==> src/rtl/wb_p2c_bridge.sv <==
// Pipelined-to-classic Wishbone bridge: buffers pipelined requests and issues them one at a
// time as classic cycles. Optional watchdog enabled with `define WB_P2C_ERR_TIMEOUT_EN.
module wb_p2c_bridge #(
    parameter int unsigned G_AW         = 32,
    parameter int unsigned G_DW         = 32,
    parameter int unsigned G_FIFO_DEPTH = 4,
    parameter int unsigned G_TIMEOUT    = 255
) (
    input  logic                clk_i,
    input  logic                rst_i,
    input  logic [G_AW-1:0]     sl_adr_i,
    input  logic [G_DW-1:0]     sl_dat_i,
    input  logic [G_DW/8-1:0]   sl_sel_i,
    input  logic                sl_we_i,
    input  logic                sl_cyc_i,
    input  logic                sl_stb_i,
    output logic [G_DW-1:0]     sl_dat_o,
    output logic                sl_ack_o,
    output logic                sl_err_o,
    output logic                sl_stall_o,
    output logic [G_AW-1:0]     ma_adr_o,
    output logic [G_DW-1:0]     ma_dat_o,
    output logic [G_DW/8-1:0]   ma_sel_o,
    output logic                ma_we_o,
    output logic                ma_cyc_o,
    output logic                ma_stb_o,
    input  logic [G_DW-1:0]     ma_dat_i,
    input  logic                ma_ack_i,
    input  logic                ma_err_i,
    input  logic                ma_rty_i
);
    localparam int unsigned SW = G_DW / 8;
    localparam int unsigned PW = $clog2(G_FIFO_DEPTH);
    localparam int unsigned CW = PW + 1;
    localparam int unsigned EW = G_AW + G_DW + SW + 1;
    localparam logic [CW-1:0] FULL_CNT = CW'(G_FIFO_DEPTH);

    typedef enum logic [1:0] {StIdle, StReq, StGap} state_e;

    state_e        state_q;
    logic [EW-1:0] fifo_mem [G_FIFO_DEPTH];
    logic [PW-1:0] wr_ptr_q;
    logic [PW-1:0] rd_ptr_q;
    logic [CW-1:0] count_q;
    logic [EW-1:0] head;
    logic          full;
    logic          empty;
    logic          push;
    logic          pop;
    logic          timeout;

    assign full       = (count_q == FULL_CNT);
    assign empty      = (count_q == '0);
    assign sl_stall_o = full;
    assign push       = sl_cyc_i & sl_stb_i & ~full;
    assign head       = fifo_mem[rd_ptr_q];
    assign pop        = (state_q == StReq) & (ma_ack_i | ma_err_i | timeout);

`ifdef WB_P2C_ERR_TIMEOUT_EN
    localparam int unsigned TW = $clog2(G_TIMEOUT + 1);
    localparam logic [TW-1:0] TIMEOUT_CNT = TW'(G_TIMEOUT);

    logic [TW-1:0] wd_q;

    assign timeout = (state_q == StReq) & ~(ma_ack_i | ma_err_i | ma_rty_i) &
                     (wd_q == TIMEOUT_CNT);

    // Held at zero outside REQ, so every entry into REQ starts a fresh count.
    always_ff @(posedge clk_i or posedge rst_i) begin
        if (rst_i) begin
            wd_q <= '0;
        end else if (state_q != StReq || !sl_cyc_i) begin
            wd_q <= '0;
        end else if (!(ma_ack_i | ma_err_i | ma_rty_i) && !timeout) begin
            wd_q <= wd_q + TW'(1);
        end
    end
`else
    logic unused_timeout;
    assign unused_timeout = ^G_TIMEOUT;
    assign timeout        = 1'b0;
`endif

    always_ff @(posedge clk_i) begin
        if (push) begin
            fifo_mem[wr_ptr_q] <= {sl_adr_i, sl_dat_i, sl_sel_i, sl_we_i};
        end
    end

    always_ff @(posedge clk_i or posedge rst_i) begin
        if (rst_i) begin
            state_q  <= StIdle;
            wr_ptr_q <= '0;
            rd_ptr_q <= '0;
            count_q  <= '0;
            ma_adr_o <= '0;
            ma_dat_o <= '0;
            ma_sel_o <= '0;
            ma_we_o  <= 1'b0;
            ma_cyc_o <= 1'b0;
            ma_stb_o <= 1'b0;
            sl_ack_o <= 1'b0;
            sl_err_o <= 1'b0;
            sl_dat_o <= '0;
        end else if (!sl_cyc_i) begin
            // Abort: flush everything and drop the classic cycle, suppressing any response.
            state_q  <= StIdle;
            wr_ptr_q <= '0;
            rd_ptr_q <= '0;
            count_q  <= '0;
            ma_cyc_o <= 1'b0;
            ma_stb_o <= 1'b0;
            sl_ack_o <= 1'b0;
            sl_err_o <= 1'b0;
        end else begin
            if (push) begin
                wr_ptr_q <= wr_ptr_q + PW'(1);
            end
            if (pop) begin
                rd_ptr_q <= rd_ptr_q + PW'(1);
            end
            count_q  <= count_q + CW'(push) - CW'(pop);
            sl_ack_o <= 1'b0;
            sl_err_o <= 1'b0;

            unique case (state_q)
                StIdle: begin
                    if (!empty) begin
                        {ma_adr_o, ma_dat_o, ma_sel_o, ma_we_o} <= head;
                        ma_cyc_o <= 1'b1;
                        ma_stb_o <= 1'b1;
                        state_q  <= StReq;
                    end
                end
                StReq: begin
                    if (ma_err_i || timeout) begin
                        sl_err_o <= 1'b1;
                        ma_stb_o <= 1'b0;
                        state_q  <= StGap;
                    end else if (ma_ack_i) begin
                        sl_ack_o <= 1'b1;
                        sl_dat_o <= ma_dat_i;
                        ma_stb_o <= 1'b0;
                        state_q  <= StGap;
                    end else if (ma_rty_i) begin
                        ma_stb_o <= 1'b0;
                        state_q  <= StGap;
                    end
                end
                StGap: begin
                    // Head is already advanced (ack/err) or kept (retry) at this point.
                    if (!empty) begin
                        {ma_adr_o, ma_dat_o, ma_sel_o, ma_we_o} <= head;
                        ma_stb_o <= 1'b1;
                        state_q  <= StReq;
                    end else begin
                        ma_cyc_o <= 1'b0;
                        state_q  <= StIdle;
                    end
                end
                default: begin
                    ma_cyc_o <= 1'b0;
                    ma_stb_o <= 1'b0;
                    state_q  <= StIdle;
                end
            endcase
        end
    end

endmodule
==> config.mk <==
export PLATFORM = sky130hd
export DESIGN_NAME = wb_p2c_bridge
export DESIGN_NICKNAME = d
export VERILOG_FILES = /design/src/rtl/wb_p2c_bridge.sv
export SDC_FILE = /design/constraint.sdc
export NUM_CORES = 1
export LEC_CHECK = 0
export CORE_AREA = 2 2 244 246
export CTS_BUF_LIST = sky130_fd_sc_hd__clkbuf_8
export CTS_CLUSTER_SIZE = 14
export DETAILED_ROUTE_END_ITERATION = 10
export DIE_AREA = 0 0 246 248
export GPL_TIMING_DRIVEN = 0
export MAX_ROUTING_LAYER = met4
export SYNTH_ARGS = -nofsm -noshare
export SYNTH_HDL_FRONTEND = slang
export SYNTH_SLANG_ARGS = --single-unit
==> constraint.sdc <==
create_clock -name clk_i -period 4.7 [get_ports clk_i]
set_clock_uncertainty 0.05 [all_clocks]
set_input_delay 0.94 -clock clk_i [delete_from_list [all_inputs] [get_ports clk_i]]
set_output_delay 0.94 -clock clk_i [all_outputs]
set_load 0.01 [all_outputs]
# Yosys cells after proc, flatten, opt, wreduce, memory -nomap -nowiden
# Memory sizes are Yosys's and may differ from the RTL's. A register that Yosys moved wholly into a read port is not among the register bits.
# Cells that the tools add are included.
[totals] word_cells=69 in_bits=108 ram_bits=276 reg_bits=45 memories=1 output_inout_bits=106
[mem_list] name="fifo_mem" depth=4 word_bits=69 rd=1 rd_ports_with_merged_regs=1 wr=1 line_no="41" text="logic [EW-1:0] fifo_mem [G_FIFO_DEPTH];"
[classes] addsub=4 mux=30 n_eq_ne=10 reduce_logical=8 n_bitwise=7
[ops] op="2-to-1 mux 2 bit" n=9
[ops] op="2-to-1 mux 1 bit" n=17
[ops] op="inequality test 3 bit, second input constant" n=3
[ops] op="one-hot mux 2 bit (3 select lines)" n=1
[ops] op="AND reduction 3 bit" n=2
[ops] op="inequality test 5 bit, second input constant" n=1
[ops] op="adder 2 x 1 -> 2 bit, second input constant" n=2
[ops] op="inequality test 2 x 1 -> 1 bit, second input constant" n=2
[ops] op="AND reduction 2 bit" n=2
[ops] op="AND reduction 4 bit" n=1
[ops] op="adder 3 x 1 -> 3 bit" n=1
[ops] op="AND 1 bit" n=3
[ops] op="== test 3 bit, second input constant" n=1
[ops] op="zero test 3 bit" n=1
[ops] op="2-to-1 mux 3 bit" n=1
[ops] op="inverter 1 bit" n=3
[ops] op="one-hot mux 1 bit (3 select lines)" n=1
[ops] op="subtractor 3 x 1 -> 3 bit" n=1
[ops] op="== test 2 x 1 -> 1 bit, second input constant" n=1
[ops] op="== test 2 bit, second input constant" n=1
[ops] op="zero test 2 bit" n=1
[ops] op="inequality test 2 bit, second input constant" n=1
[ops] op="one-hot mux 1 bit (2 select lines)" n=1
[ops] op="OR reduction 2 bit" n=1
[ops] op="bitwise OR 1 bit" n=1

# Depth between registers and ports, before layout
# Gate-level depths: netlist of run 1.
[depth] word_depth=6 ltp_mapped=10 mapped_depth_nobuf=10

# Least setup slack after synthesis of run 1
# OpenSTA, ideal clock, no wires.
[synth_timing] kind="in2reg" start="input port sl_cyc_i" end="memory fifo_mem[0][0] (netlist bit), enable pin" setup_time_ns=0.435 t_arrival_ns=3.096 path_buffers=0 slack_ns=1.120 path_stages=3 cell_sequence="inv_2 nor3_1 and2_1"
[synth_via] elab_chain_cells=4
[synth_lines] element="start, declared" line_no="15" text="input logic sl_cyc_i,"
[synth_lines] element="AND 1 bit (2 in series)" line_no="55" text="assign push = sl_cyc_i & sl_stb_i & ~full;"
[synth_lines] element="2-to-1 mux 1 bit" line_no="85" text="if (push) begin"
[synth_lines] element="2-to-1 mux 1 bit (not written as such)" line_no="86" text="fifo_mem[wr_ptr_q] <= {sl_adr_i, sl_dat_i, sl_sel_i, sl_we_i};"
[synth_lines] element="end, declared" line_no="41"
# Every way passes these cells.

# Worst setup path after layout of run 1
[layout_timing] start="register count_q[1]" end="output port sl_stall_o"
[layout_via] elab_chain_cells=1
[layout_lines] element="start, declared" line_no="44" text="logic [CW-1:0] count_q;"
[layout_lines] element="start signal, assigned" line_no="122" text="count_q <= count_q + CW'(push) - CW'(pop);"
[layout_lines] element="== test 3 bit" line_no="52" text="assign full = (count_q == FULL_CNT);"
[layout_lines] element="end, declared" line_no="20" text="output logic sl_stall_o,"
# Every way passes these cells.

==> results of run 1 <==
## worst max-delay path, delay by kind of cell, from the launching register on
| family | cells | cell delay (ps) |
|---|---|---|
| and+or+nand+nor | 1 | 500 |
| buffers and inverters | 1 | 660 |
| DFF | 1 | 440 |
## power breakdown
| group | internal [mW] | switching (mW) |
|---|---|---|
| sequential | 4.31 | 0.289 |
| combinational | 1.63 | 1.08 |
| clock | 1.65 | 1.45 |
| total | 7.59 | 2.82 |
## cell usage after synthesis (all sizes together) (2+ instances only)
master | instances | area (um^2)
a21oi | 4 | 20.0
and2 | 6 | 37.5
buf | 19 | 211
clkbuf | 7 | 26.3
dfrtp | 114 | 2850
edfxtp | 276 | 8290
ha | 6 | 75.1
inv | 12 | 45.0
mux2 | 101 | 1140
mux4 | 69 | 1560
nand2 | 3 | 13.8
nand2b | 2 | 12.5
nor2 | 6 | 22.5
nor3 | 5 | 41.3
nor3b | 2 | 15.0
o21a | 2 | 15.0
## routing by layer
metal  track usage, %  up-vias
met2             17.4      246
li1                 -     3204
met4             4.67        0
met3             4.21       75
met1             13.4     3714
met5                -        -
## worst paths after layout
| check | slack (ps) | end |
|---|---|---|
| max reg2reg | 2060 | fifo_mem[0][5]$_DFFE_PP_ |
| max | 1500 | sl_stall_o |
| min reg2reg | 440 | ma_stb_o$_DFFE_PP0P_ |
| max in group asynchronous | 3080 | sl_dat_o[5]$_DFFE_PP0P_ |
| min | 440 | ma_stb_o$_DFFE_PP0P_ |
| min in group asynchronous | 710 | ma_adr_o[10]$_DFFE_PP0P_ |
## metrics by stage
step	instance area, um^2	TNS, ps	hold slack, ps	power [mW]
6_report	19100	0	440	10.4
2_1_floorplan	14500	0	419	6.00
4_1_cts	19100	0	444	10.7
3_3_place_gp	17600	-679380	435	7.41
3_5_place_dp	17700	0	431	7.45
5_1_grt	19100	0	466	11.0
## registers in the layout, summed over array words and instances, names as in the netlist, 3 cells and up
signal    cells
sl_dat_o     32
ma_adr_o     32
fifo_mem    276
ma_sel_o      4
count_q       3
ma_dat_o     32
## cell families (layout without fill, tap and decap cells)
group           Yosys count  after routing  share of synthesized area, %
buf+inv                  38            388                          1.95
compound gates           10             10                         0.449
flops                   390            390                          76.9
xor+xnor                  2              2                         0.121
fa+ha+maj                 7              7                         0.657
mux                     171            171                          18.7
other cells               0              7                             0
simple gates             28             28                          1.21
## area by class of cell
class | count | share of cell area, %
clock buffers | 81 | 5.83
multi-input cells | 218 | 16.0
well taps | 773 | 5.06
inverters | 12 | 0.262
clock inverters | 51 | 1.43
diodes | 7 | 0.0916
plain buffers | 26 | 1.24
flip-flops and latches | 390 | 58.2
repair buffers | 218 | 11.8
==> impl_metrics.ini, run 1 <==
[outcome]
status = complete, no violations

[worst_hold_path]
min_path_type = register to register
hold_start = ma_stb_o$_DFFE_PP0P_
hold_depth = 1

[floorplan]
start_util_pct = 24.8
ios = 214
core-area_mm2 = 0.0585
die-area_mm2 = 0.0610
row_count = 89
die_y_um = 248
die_w_um = 246

[critical_path]
arrival_ps = 2210
critPathKind = register to output pin
critPathLaunch = count_q[1]$_DFF_PP0_
slowest_stage = clkdlybuf4s50_1
cp.required_ps = 3710
cpPeakStageDelay_ps = 660
startpoint_type = register
timing.rr.start = count_q[2]$_DFF_PP0_
cp_max_fo = 4
reg2reg_depth = 4
cp-end-kind = output pin
worstPathCellList = nor3b_1 -> clkdlybuf4s50_1

[timing]
period_minus_slack_ps = 3200
setup_viol = 0
max_freq_ghz = 0.312
tightest_slew_ps = 850
rsz0062_at_grt = false
post-route-period-util_pct = 68.1
maxSlewViolCount = 0
finalWorstSetupSlack_ps = 1500
relSlewSlack_pct = 43.3
finalHoldViolations = 0

[logic_synthesis]
synth_cell_types = 35
syn_inst = 646
yosysSeqAreaShare_pct = 76.9
syn_area_per_cell_um2 = 22.4
yosys_register_bits = 390
synth_nets = 761
synth_area_mm2 = 0.0145
yosys_warnings = 0
synth_flop_cell = edfxtp_1
synth_edf_count = 276
async_flop_share_pct = 29.2

[cts]
htreeDepth = 3
cts_tree = done
clk_path_buf_depth = 3
cts_buffers = 72
ctsHoldBuffers = 0
root_buffer = clkbuf_8
cts_setup_buffers = 0
cts_resized = 0
clock_latency_ps = 640
clkTransAtPathRegs_ps = 60
cts_num_sinks = 390

[global_routing]
grt_max_degree = 67
antenna_found_initial = 7
grt_first_pass_wirelength_mm = 48.5
grt_usage_pct = 11.3
grt_pass1_vias = 7853
overflow = 0

[route]
wire_per_inst_um = 18.7
maxUsedRoutingLayer = met4
first_pass_iters = 4
m1WireLength_mm = 14.1
vias_per_cell = 4.08
routed-wl-met3_mm = 2.59
wirelength_mm = 33.2
drc = 0
wl_met2_mm = 15.5
ant_nets = 0
drtIter0Drc = 256
vias = 7239

[place]
dp_hpwl_mm = 20.2
port_buffers = 213
gp_congestion = 0.706
dp_slack_ps = 838
dp_cells = 1637

[finish]
mostFrequentLayoutCells = 276 x edfxtp_1, 213 x clkdlybuf4s50_1, 114 x dfrtp_1
fin_util_pct = 32.7
layout.nets = 1053
stdcell_count = 1776
drive_above_1_share_pct = 30.5
fillCellCount = 5593
regArea_mm2 = 0.0111
multiInputGateArea_mm2 = 0.00307
areaGrowthSynthToFinish_pct = 32.1
final_common_cell = edfxtp_1

[power]
p_per_area_mw_per_mm2 = 544
ir_drop_mv = 0.298
p_leak_nw = 6.67

[job]
cap_violations = 0
No activity file was read; power rests on OpenSTA's default activity.
==> run 2: changes to the inputs <==
Clock period 4.7 ns to 3.3 ns, I/O delays scaled along.
==> impl_metrics.ini, run 2 (synthesized netlist as in run 1, its figures left out) <==
[outcome]
status = complete, no violations

[cts]
cts_resized = 0
clock_latency_ps = 630
htreeDepth = 3
cts_tree = done
ctsHoldBuffers = 0
clk_path_buf_depth = 3
cts_num_sinks = 390
root_buffer = clkbuf_8
clkTransAtPathRegs_ps = 60
cts_buffers = 73
cts_setup_buffers = 0

[power]
finalPower_mw = 15.1
switchingPower_mw = 4.00
ir_drop_mv = 0.484
power.internal_mw = 11.1
comb_power_share_pct = 25.6
p_leak_nw = 6.73
p_sw_share_pct = 26.4
clock_power_share_pct = 31.2
p_per_area_mw_per_mm2 = 785
p_seq_share_pct = 43.2

[critical_path]
startpoint_type = register
critPathKind = register to output pin
worstPathCellList = nor3b_1 -> clkdlybuf4s50_1
slowest_stage = clkdlybuf4s50_1
arrival_ps = 2210
critPathLaunch = count_q[1]$_DFF_PP0_
cp-end-kind = output pin
r2r-end = count_q[2]$_DFF_PP0_
cp.required_ps = 2590
reg2reg_slack_ps = 700
timing.rr.start = count_q[2]$_DFF_PP0_
cpPeakStageDelay_ps = 650
cp_max_fo = 4
reg2reg_depth = 10

[finish]
areaGrowthSynthToFinish_pct = 33.1
mostFrequentLayoutCells = 276 x edfxtp_1, 213 x clkdlybuf4s50_1, 114 x dfrtp_1
drive_above_1_share_pct = 31.2
regArea_mm2 = 0.0111
largest-register = fifo_mem
fin_area_mm2 = 0.0193
final_common_cell = edfxtp_1
layout.nets = 1056
multiInputGateArea_mm2 = 0.00307
fillCellCount = 5608
largest_reg_flops = 276
stdcell_count = 1776

[timing]
post-route-period-util_pct = 88.5
finalWorstSetupSlack_ps = 378
relSlewSlack_pct = 40.9
max_freq_ghz = 0.342
rsz0062_at_grt = false
period_minus_slack_ps = 2920
setup_viol = 0
tightest_slew_ps = 884
finalHoldViolations = 0
maxSlewViolCount = 0
hold_slack_ps = 442

[route]
vias = 7241
ant_nets = 0
wire_per_inst_um = 18.8
drc = 0
vias_per_cell = 4.08
wirelength_mm = 33.3
drtIter0Drc = 278
first_pass_iters = 4

[place]
dp_slack_ps = -248
gp_congestion = 0.717
port_buffers = 213
dp_hpwl_mm = 20.6
place_area_mm2 = 0.0178
dp_cells = 1639

[floorplan]
ios = 214
start_util_pct = 24.8
core-area_mm2 = 0.0585
row_count = 89
die_y_um = 248
die-area_mm2 = 0.0610
die_w_um = 246

[global_routing]
grt_pass1_vias = 7884
grt_first_pass_wirelength_mm = 48.5
antenna_found_initial = 2
overflow = 0
grt_max_degree = 47
grt_usage_pct = 11.3

[job]
cap_violations = 0

[worst_hold_path]
min_path_type = input port to async pin
==> run 2: cell count changes in the layout (fill, tap and decap cells not counted), sizes merged <==
cell and delta:
clkinv +4, diode -5, buf +2, inv -11
clkbuf +8, bufinv +2
==> run 2: layout make-up <==
class                      count  area share (%)
inverter                      12           0.253
antenna                        2          0.0260
multi-input combinational    218            15.9
tap                          773            5.02
buffer                        26            1.23
clock inverter                46            1.45
sequential                   390            57.8
clock buffer                  89            6.36
timing repair buffer         220            11.9
==> run 2: worst max-delay path by stage <==
stage | end | slack (ps) | cells past startpoint
floorplan | fifo_mem[3][0]$_DFFE_PP_ | 0.2 | 3
global placement | fifo_mem[0][4]$_DFFE_PP_ | -2610 | 4
detailed placement | count_q[2]$_DFF_PP0_ | -250 | 11
CTS | sl_stall_o | 300 | 2
global route | sl_stall_o | 220 | 2
finish | sl_stall_o | 380 | 2
==> run 2: metrics by stage <==
stage	utilization, %	setup TNS [ps]
final	33.0	0
after global routing	33.0	0
after CTS	33.0	0
after detailed placement	30.4	-31540
after global placement	30.1	-661350
after floorplan	-	0
==> run 2: worst max-delay path: cells and delay by family, from the launching register on <==
family / cells / cell delay, ps
buffers and inverters: 1 / 650
AND/OR/NAND/NOR: 1 / 490
flip-flops: 1 / 440
==> run 2: power by group through the flow <==
| stage | sequential, mW | combinational [mW] | clock, mW |
|---|---|---|---|
| 2_1_floorplan | 6.88 | 1.67 | 0 |
| 3_3_place_gp | 6.64 | 3.90 | 0 |
| 3_5_place_dp | 6.65 | 3.98 | 0 |
| 4_1_cts | 6.56 | 4.00 | 4.93 |
| 5_1_grt | 6.64 | 4.21 | 5.13 |
| 6_report | 6.54 | 3.88 | 4.72 |
==> run 2: metal layers <==
metal | track usage (%) | share of wire [%] | vias to the layer above | wire (um)
li1 | - | - | 3196 | -
met1 | 13.2 | 42 | 3739 | 13900
met2 | 17.9 | 48 | 247 | 16000
met3 | 3.88 | 7.5 | 59 | 2490
met4 | 4.96 | 2.5 | 0 | 823
met5 | - | 0 | - | 0
==> run 3: changes to the inputs <==
Settings changed: CTS_CLUSTER_SIZE 14 to 28, GPL_TIMING_DRIVEN 0 to unset.
==> impl_metrics.ini, run 3 (synthesized netlist as in run 1, its figures left out) <==
[cts]
cts_tree = done
htreeDepth = 3
cts_buffers = 71
clk_path_buf_depth = 3
clock_latency_ps = 630
cts_setup_buffers = 0
cts_num_sinks = 390
root_buffer = clkbuf_8
ctsHoldBuffers = 0
clkTransAtPathRegs_ps = 60
cts_resized = 0

[timing]
maxSlewViolCount = 0
rsz0062_at_grt = false
fin_tns_setup_ps = 0
post-route-period-util_pct = 86.4
relSlewSlack_pct = 48.9
finalHoldViolations = 0
setup_viol = 0
tightest_slew_ps = 764
max_freq_ghz = 0.351
period_minus_slack_ps = 2850

[route]
drc = 0
vias_per_cell = 4.03
wire_per_inst_um = 18.0
ant_nets = 0
vias = 7090
first_pass_iters = 4
drtIter0Drc = 329
wirelength_mm = 31.7

[finish]
areaGrowthSynthToFinish_pct = 31.4
largest_reg_flops = 276
mostFrequentLayoutCells = 276 x edfxtp_1, 213 x clkdlybuf4s50_1, 112 x dfrtp_1
multiInputGateArea_mm2 = 0.00307
regArea_mm2 = 0.0111
largest-register = fifo_mem
final_common_cell = edfxtp_1
drive_above_1_share_pct = 30.5
layout.nets = 1042
fillCellCount = 5614

[floorplan]
core-area_mm2 = 0.0585
start_util_pct = 24.8
row_count = 89
die_w_um = 246
ios = 214
die_y_um = 248
die-area_mm2 = 0.0610

[global_routing]
antenna_found_initial = 3
grt_max_degree = 49
overflow = 0
grt_pass1_vias = 7670
grt_first_pass_wirelength_mm = 47.4
grt_usage_pct = 10.9

[place]
dp_hpwl_mm = 18.2
port_buffers = 213
gp_congestion = 0.735

[power]
ir_drop_mv = 0.400
p_per_area_mw_per_mm2 = 775
finalPower_mw = 14.8
p_leak_nw = 6.60

[critical_path]
reg2reg_slack_ps = 970
startpoint_type = register
timing.rr.start = rd_ptr_q[0]$_DFFE_PP0P_
critPathKind = register to output pin
cp-end-kind = output pin
cp_max_fo = 4
r2r-end = ma_dat_o[10]$_DFFE_PP0P_
arrival_ps = 2140
reg2reg_depth = 3
cp.required_ps = 2590

[worst_hold_path]
min_path_type = input port to async pin

[outcome]
status = complete, no violations

[job]
cap_violations = 0
==> run 3: how the worst max path moves through the flow <==
stage,slack (ps),endpoint,from
after floorplan,0.2,fifo_mem[3][0]$_DFFE_PP_,sl_cyc_i
after global placement,340,count_q[2]$_DFF_PP0_,sl_cyc_i
after detailed placement,380,count_q[2]$_DFF_PP0_,sl_cyc_i
after CTS,350,sl_stall_o,count_q[1]$_DFF_PP0_
after global routing,220,sl_stall_o,count_q[1]$_DFF_PP0_
final,450,sl_stall_o,count_q[1]$_DFF_PP0_
==> run 3: report_power, final <==
group | internal [mW] | switching [mW] | total (mW)
Combinational | 2.27 | 1.45 | 3.71
Clock | 2.42 | 2.00 | 4.41
Sequential | 6.13 | 0.496 | 6.63
Total | 10.8 | 3.94 | 14.8
==> run 3: final cells by class <==
cell class	instances	share of cell area (%)
Multi-Input combinational cell	218	16.1
Sequential cell	390	58.6
Clock inverter	51	1.64
Inverter	12	0.256
Timing Repair Buffer	234	12.6
Tap cell	773	5.08
Clock buffer	78	5.64
Antenna cell	3	0.0395
==> run 3: per-layer routing <==
layer	global-route usage, %	part of all wire [%]
met1	13.5	44
met5	-	0
met4	4.74	2.4
met3	3.90	8.1
met2	15.9	46
==> run 3: critical path: stages (launching register included) <==
cell             delay (ps)
dfrtp_1                 440
nor3b_1                 440
clkdlybuf4s50_1         640
==> run 3: per-stage QoR <==
step                std cells  util, %  hold slack [ps]  area, um^2  worst slack [ps]
detailed placement       1627     30.2              441       17600               381
CTS                      1756     32.5              404       19000               346
global placement         1627     30.2              437       17600               341
global route             1759     32.5              418       19000               223
floorplan                 646        -              419       14500             0.203
finish                   1759     32.5              424       19000               448
